**config.mk**
```make
export PLATFORM = sky130hd
export DESIGN_NAME = lfsr_interval_timer_flat
export DESIGN_NICKNAME = d
export VERILOG_FILES = /design/src/rtl/lfsr_interval_timer_if.sv /design/src/rtl/lfsr_interval_timer.sv /design/src/flat_wrapper.sv
export SDC_FILE = /design/constraint.sdc
export NUM_CORES = 1
export LEC_CHECK = 0
export ABC_CLOCK_PERIOD_IN_PS = 2900
export BUFFER_PORTS_ARGS = -buffer_cell sky130_fd_sc_hd__buf_2
export CORE_AREA = 2 2 58 60
export CTS_BUF_LIST = sky130_fd_sc_hd__clkbuf_16
export DETAILED_ROUTE_END_ITERATION = 12
export DIE_AREA = 0 0 60 62
export PLACE_DENSITY = 0.81
export SETUP_SLACK_MARGIN = 0.4
export SLEW_MARGIN = 20
export SYNTH_ARGS = -nofsm -noshare
export SYNTH_HDL_FRONTEND = slang
export SYNTH_SLANG_ARGS = --single-unit
```
**constraint.sdc**
```tcl
create_clock -name clk -period 2.9 [get_ports clk]
set_input_delay 0.145 -clock clk [delete_from_list [all_inputs] [get_ports clk]]
set_output_delay 0.145 -clock clk [all_outputs]
set_load 0.005 [all_outputs]
```
**src/rtl/lfsr_interval_timer_if.sv**
```systemverilog
// Control/status bundle for lfsr_interval_timer.
// The master side drives the controls and the slave side is the timer.
interface lfsr_interval_timer_if #(
    parameter int WIDTH = 16
);
    logic             enable;
    logic             start;
    logic             stop;
    logic             periodic;
    logic             term_we;
    logic [WIDTH-1:0] term_din;
    logic             timeout;
    logic             busy;
    logic [WIDTH-1:0] lfsr_q;
    logic             lockup_err;

    modport master (
        output enable, start, stop, periodic, term_we, term_din,
        input  timeout, busy, lfsr_q, lockup_err
    );

    modport slave (
        input  enable, start, stop, periodic, term_we, term_din,
        output timeout, busy, lfsr_q, lockup_err
    );
endinterface

```
**src/rtl/lfsr_interval_timer.sv**
```systemverilog
// Galois XNOR LFSR interval timer with a programmable terminal state and one-shot or periodic re-arm.
// Lock-up recovery from the all-ones state is compiled in by defining LFSR_TIMER_LOCKUP_EN.
module lfsr_interval_timer #(
    parameter int               WIDTH    = 16,
    parameter logic [31:0]      TAPS     = 32'h0000_002C,
    parameter logic [WIDTH-1:0] SEED     = '0,
    parameter logic [WIDTH-1:0] TERMINAL = WIDTH'(32'h2493)
) (
    input logic                  clk,
    input logic                  rst,
    lfsr_interval_timer_if.slave bus
);
    // state    | meaning
    // ST_IDLE  | lfsr parked at SEED, busy low
    // ST_RUN   | lfsr stepping toward term_reg
    localparam logic [0:0] ST_IDLE = 1'b0;
    localparam logic [0:0] ST_RUN  = 1'b1;

    logic [0:0]       state;
    logic [WIDTH-1:0] lfsr;
    logic [WIDTH-1:0] lfsr_step;
    logic [WIDTH-1:0] term_reg;
    logic             periodic_q;
    logic             timeout_r;
    logic             lockup_r;
    logic             running;
    logic             match;
    logic             lockup_hit;

    assign running = (state == ST_RUN);
    assign match   = running && (lfsr == term_reg);

`ifdef LFSR_TIMER_LOCKUP_EN
    // An all-ones terminal is matched before recovery could fire.
    assign lockup_hit = running && (&lfsr) && !(&term_reg);
`else
    assign lockup_hit = 1'b0;
`endif

    always_comb begin
        lfsr_step    = '0;
        lfsr_step[0] = lfsr[WIDTH-1];
        for (int i = 1; i < WIDTH; i++) begin
            if (TAPS[i])
                lfsr_step[i] = lfsr[i-1] ~^ lfsr[WIDTH-1];
            else
                lfsr_step[i] = lfsr[i-1];
        end
    end

    always_ff @(posedge clk) begin
        if (rst) begin
            state      <= ST_IDLE;
            lfsr       <= SEED;
            term_reg   <= TERMINAL;
            periodic_q <= 1'b0;
            timeout_r  <= 1'b0;
            lockup_r   <= 1'b0;
        end else begin
            timeout_r <= 1'b0;
            lockup_r  <= 1'b0;
            if (bus.term_we)
                term_reg <= bus.term_din;

            if (bus.stop) begin
                state <= ST_IDLE;
                lfsr  <= SEED;
            end else if (bus.start) begin
                state      <= ST_RUN;
                lfsr       <= SEED;
                periodic_q <= bus.periodic;
            end else if (match) begin
                timeout_r <= 1'b1;
                lfsr      <= SEED;
                state     <= periodic_q ? ST_RUN : ST_IDLE;
            end else if (lockup_hit) begin
                lockup_r <= 1'b1;
                lfsr     <= SEED;
            end else if (running && bus.enable) begin
                lfsr <= lfsr_step;
            end
        end
    end

    assign bus.timeout    = timeout_r;
    assign bus.busy       = running;
    assign bus.lfsr_q     = lfsr;
    assign bus.lockup_err = lockup_r;
endmodule

```
**src/flat_wrapper.sv**
```systemverilog
// flat-port wrapper written by rule: the top's interface ports become plain ports
module lfsr_interval_timer_flat 
#(
    parameter int               WIDTH    = 16,
    parameter logic [31:0]      TAPS     = 32'h0000_002C,
    parameter logic [WIDTH-1:0] SEED     = '0,
    parameter logic [WIDTH-1:0] TERMINAL = WIDTH'(32'h2493)
)
  (clk, rst, bus_enable, bus_start, bus_stop, bus_periodic, bus_term_we, bus_term_din, bus_timeout, bus_busy, bus_lfsr_q, bus_lockup_err);
  lfsr_interval_timer_if #(.WIDTH(WIDTH)) bus_i ();
  input logic clk;
  input logic rst;
  input wire logic [$bits(bus_i.enable)-1:0] bus_enable;
  input wire logic [$bits(bus_i.start)-1:0] bus_start;
  input wire logic [$bits(bus_i.stop)-1:0] bus_stop;
  input wire logic [$bits(bus_i.periodic)-1:0] bus_periodic;
  input wire logic [$bits(bus_i.term_we)-1:0] bus_term_we;
  input wire logic [$bits(bus_i.term_din)-1:0] bus_term_din;
  output wire logic [$bits(bus_i.timeout)-1:0] bus_timeout;
  output wire logic [$bits(bus_i.busy)-1:0] bus_busy;
  output wire logic [$bits(bus_i.lfsr_q)-1:0] bus_lfsr_q;
  output wire logic [$bits(bus_i.lockup_err)-1:0] bus_lockup_err;
  assign bus_i.enable = bus_enable;
  assign bus_i.start = bus_start;
  assign bus_i.stop = bus_stop;
  assign bus_i.periodic = bus_periodic;
  assign bus_i.term_we = bus_term_we;
  assign bus_i.term_din = bus_term_din;
  assign bus_timeout = bus_i.timeout;
  assign bus_busy = bus_i.busy;
  assign bus_lfsr_q = bus_i.lfsr_q;
  assign bus_lockup_err = bus_i.lockup_err;
  lfsr_interval_timer #(.WIDTH(WIDTH), .TAPS(TAPS), .SEED(SEED), .TERMINAL(TERMINAL)) u_core (.clk(clk), .rst(rst), .bus(bus_i));
endmodule
```
### After elaboration in Yosys (flattened, before gate mapping)

Index checks and enable logic that the tools add are counted.

* logic and storage cells: 21
* output and inout port bits: 19
* input port bits: 23
* flip-flop bits (word level): 35

* mux-type cells: 4
* eq/ne operators: 1
* bitwise operators: 4
* reductions and logical operators: 7

Operators with widths (count)
* $eq A16 B16 Y1: 1
* $mux W1: 4
* $reduce_or A4 Y1: 1
* $reduce_or A3 Y1: 1
* $xnor A1 B1 Y1: 3
* $logic_and A1 B1 Y1: 2
* $reduce_and A2 Y1: 1
* $reduce_bool A2 Y1: 1
* $reduce_or A2 Y1: 1
* $not A1 Y1: 1

### Longest topological paths before layout

* depth in word-level cells: 4
* depth in mapped cells: 6
* depth with buffers taken out: 4

### Worst setup path after synthesis

Ideal clock, no wire load.

* kind: register to register
* start: reg u_core.lfsr[15], in the netlist u_core.bus.lfsr_q[15]
* end: reg u_core.lfsr[10], in the netlist u_core.bus.lfsr_q[10]
* cell stages (with the launch flop): 7
* setup time: 141 ps
* required time: 2759 ps
* setup slack: 1367 ps
* data arrival time: 1391 ps
* path buffers: 2
* period minus slack after synthesis: 1533 ps
* path through: dfxtp_1 buf_6 xnor2_2 nand4_2 nor4_4 buf_6 a221oi_1

* cells in the longest elaborated chain, start to end: 3

RTL lines
* from (decl): RTL line lfsr_interval_timer.sv:20 `logic [WIDTH-1:0] lfsr;`
* from (signal assigned): RTL line lfsr_interval_timer.sv:80 `lfsr <= lfsr_step;`
* $eq A16 B16 Y1: RTL line lfsr_interval_timer.sv:31 `assign match = running && (lfsr == term_reg);`
* $logic_and A1 B1 Y1: RTL line lfsr_interval_timer.sv:31
* $reduce_or A4 Y1 (no source line)

Every way passes these cells.
A chain may end at the register's enable or synchronous reset.

### Worst setup path in the final report

* start: reg u_core.lfsr[15], in the netlist u_core.bus.lfsr_q[15]
* end: reg u_core.state, in the netlist u_core.bus.busy

* cells in the longest elaborated chain, start to end: 3

RTL lines
* $eq A16 B16 Y1: RTL line lfsr_interval_timer.sv:31
* $logic_and A1 B1 Y1: RTL line lfsr_interval_timer.sv:31
* $reduce_bool A2 Y1 (no source line)
* to (signal assigned): RTL line lfsr_interval_timer.sv:75 `state <= periodic_q ? ST_RUN : ST_IDLE;`
* to (decl): RTL line lfsr_interval_timer.sv:19 `logic [0:0] state;`

Every way passes these cells.

==> key figures <==
CTS
  • Postcts setup bufs: 0
  • Clk Latency, worst-skew pair: 0.28 ns
  • Root buffer selected by CTS: clkbuf_16
  • TritonCTS clock tree: yes
  • Total of hold buffers inserted after clock tree synthesis: 0
  • Resized cells post-CTS: 0
  • Clock slew at reported path FFs: 0.05 ns
  • Clock tree sinks: 35
  • Max clock buf depth: 2
  • Number of buffers created by CTS: 5
  • Total number of H-tree levels: 2

Routing
  • Vias/cell: 5.39
  • Aggregate routed wire length: 3300 µm
  • Number of violations reported at the end of detailed-routing iteration 0: 85
  • Final antenna-violating net count: 0
  • Remaining design rule violation count: 0
  • Routed length per placed instance: 13.4 µm
  • Via count of the routed design: 1325
  • Initial DRT Pass Iterations: 4

Power and ir drop
  • Power per cell area: 571 nW/µm²
  • Net switching fraction of the power: 0.221
  • Part of the total power dissipated in sequential elements: 0.468
  • Power after layout: 1.09 mW
  • Combinational fraction of design power: 0.078
  • Total internal power: 0.847 mW
  • Peak VDD IR: 0.451 mV
  • Reported leakage power: 0.781 nW
  • P_sw: 0.240 mW
  • Clock share of power: 0.454

STA
  • Final Hold Violating Endpoints: 0
  • Number of pins exceeding their max-slew limit in the final report: 0
  • Worst Clk Skew: 0.00384 ns
  • Final worst path period need: 1.81 ns
  • Achievable Freq: 551 MHz
  • Portion of the clock cycle consumed by the worst path in the final layout: 0.625
  • Slew @ Worst Pin: 0.574 ns
  • Post-route setup TNS: 0 ns
  • Finish-stage setup viols: 0
  • Max-slew headroom: 0.616
  • Unrepaired setup endpoints after global routing: false

Global route
  • Number of global-route vias before repair: 1121
  • Pin count of the biggest net entering global routing: 34
  • Initial antenna violation count: 0
  • Overflow after GRT: 0
  • Wire length of the first global-routing pass: 5330 µm
  • Total routing usage reported by global routing: 0.201

Synth
  • Number of unique standard cell types used by synthesis: 25
  • Sequential share of the synthesized area: 0.420
  • Post-synthesis instance area: 1670 µm²
  • Synth top area share: 0.420
  • Number of cells produced by synthesis: 178
  • Nets in the synthesized netlist: 201
  • Most area-consuming cells after synthesis: dfxtp_1, xnor2_1, a221oi_1
  • Per-instance average area after synthesis: 9.37 µm²
  • Synth warnings: 0
  • Number of storage elements in the synthesis netlist: 35
  • Library cell occupying the most area in the post-synthesis netlist: dfxtp_1

Run status
  • Status: completed

Placement
  • Placer Congestion: 0.842
  • PortBufs: 40
  • Cell area reported after detailed placement: 1770 µm²
  • Post-Place Cells: 238

Die
  • Effective utilization at floorplan: 0.525
  • Core box area: 3180 µm²
  • Boundary Pins: 42
  • Placement row count: 21
  • Vertical extent of the die: 62 µm
  • Die Width: 60 µm
  • Die outline area: 3720 µm²

Finish
  • Relative area change from synthesis to final layout: 14.0%
  • Multi-input gate area in the final layout: 792 µm²
  • Count of nets after finishing: 222
  • Fraction of final layout cells sized beyond drive strength 1: 0.250
  • Number of standard cells in the final layout excluding fillers: 246
  • Fill cell total of the finished layout: 290
  • Register cell area after layout: 701 µm²
  • Post-route cell area: 1900 µm²
  • # diodes: 0

Critical path
  • Critical path, cell by cell: xnor2_2 > nand4_2 > nor4_4 > buf_4 > a2111oi_0
  • Cell type of the slowest stage on the worst timing path: dfxtp_1
  • CP delay by family, top: simple AND/OR/NAND/NOR gates
  • Maximum fanout along the worst path: 10
  • Worst EP required: 3.04 ns
  • Endpoint kind of the worst setup timing path: flop
  • Register-to-register setup slack: 1.09 ns
  • Signal arrival time at the worst endpoint: 1.96 ns
  • Worst Setup Path Type: flop to flop
  • Kind of start point of the critical path: flop
  • Bufs and invs on worst path: 1
  • Delay contributed by the slowest stage of the critical path: 0.51 ns

Job
  • Max-capacitance violation count: 0

Hold path
  • Hold WC Path Type: primary input to flop
[logic make-up (layout without fill, tap and decap cells)]
logic type / count (synthesis) / count (layout) / share of synthesized area
other: 1 / 1 / 0.00225
buffers and inverters: 28 / 50 / 0.105
xor gates and xnor gates: 19 / 19 / 0.104
and+or+nand+nor: 58 / 58 / 0.175
AOI/OAI and AO/OA: 26 / 26 / 0.128
DFF: 35 / 35 / 0.420
muxes: 11 / 11 / 0.0660
[per-layer routing]
metal  global-route usage  vias to the layer above  share of wire
li1                     -                      656              -
met1                0.271                      616           0.46
met2                0.284                       46           0.45
met3               0.0828                        7          0.076
met4               0.0857                        0          0.021
met5                    0                        -              0
[through the flow]
step	setup slack (ns)	hold WS, ns	util
2_1_floorplan	1.37	0.228	-
4_1_cts	1.07	0.0675	0.598
5_1_grt	0.939	0.0726	0.598
3_3_place_gp	1.13	0.351	0.555
3_5_place_dp	1.07	0.356	0.555
6_report	1.09	0.0713	0.598
[worst paths after layout]
| path | startpoint | endpoint | cells past startpoint |
|---|---|---|---|
| worst max-delay path | u_core.bus.lfsr_q[15]$_SDFFE_PP0P_ | u_core.bus.busy$_SDFFE_PP0P_ | 5 |
| worst max register to register | u_core.bus.lfsr_q[15]$_SDFFE_PP0P_ | u_core.bus.busy$_SDFFE_PP0P_ | 5 |
| worst min register to register | u_core.periodic_q$_SDFFE_PP0P_ | u_core.periodic_q$_SDFFE_PP0P_ | 2 |
| worst min-delay path | bus_term_din[0] | u_core.term_reg[0]$_SDFFE_PP1P_ | 2 |
[final cells by class]
type | count | share of cell area
multi-input combinational | 115 | 0.416
tap | 46 | 0.0303
clock inverter | 3 | 0.00592
clock buffer | 5 | 0.0658
sequential | 35 | 0.368
timing repair buffer | 42 | 0.113
[worst register-to-register path: stages (launching register included)]
cell,delay (ns)
dfxtp_1,0.51
xnor2_2,0.15
nand4_2,0.14
nor4_4,0.50
buf_4,0.26
a2111oi_0,0.11
[synth_stat cells (all sizes together)]
library cell,n
a2111oi,1
xnor2,16
nor2b,7
nor4,1
mux2i,11
nand4,4
a221oi,13
nand3,13
conb,1
dfxtp,35
nor3,1
or3,1
a21oi,3
a211o,6
buf,18
nor2,16
clkbuf,10
nand2,14
xor2,3
a211oi,3
and3,1
[power groups by stage]
stage,logic (mW),clock network (mW),registers (mW)
final,0.0847,0.493,0.509
after global routing,0.0944,0.530,0.511
after CTS,0.0858,0.505,0.509
after detailed placement,0.0854,0,0.519
after global placement,0.0833,0,0.518
after floorplan,0.0617,0,0.516
[cells in the final DEF, fill, tap and decap left out, drive strengths merged]
master / count
a2111oi: 1
a211o: 6
a211oi: 3
a21oi: 3
a221oi: 13
and3: 1
buf: 42
clkbuf: 5
clkinv: 2
conb: 1
dfxtp: 35
inv: 1
mux2i: 11
nand2: 14
nand3: 13
nand4: 4
nor2: 16
nor2b: 7
nor3: 1
nor4: 1
or3: 1
xnor2: 16
xor2: 3
Note: power is estimated with default switching activity, not from simulation.
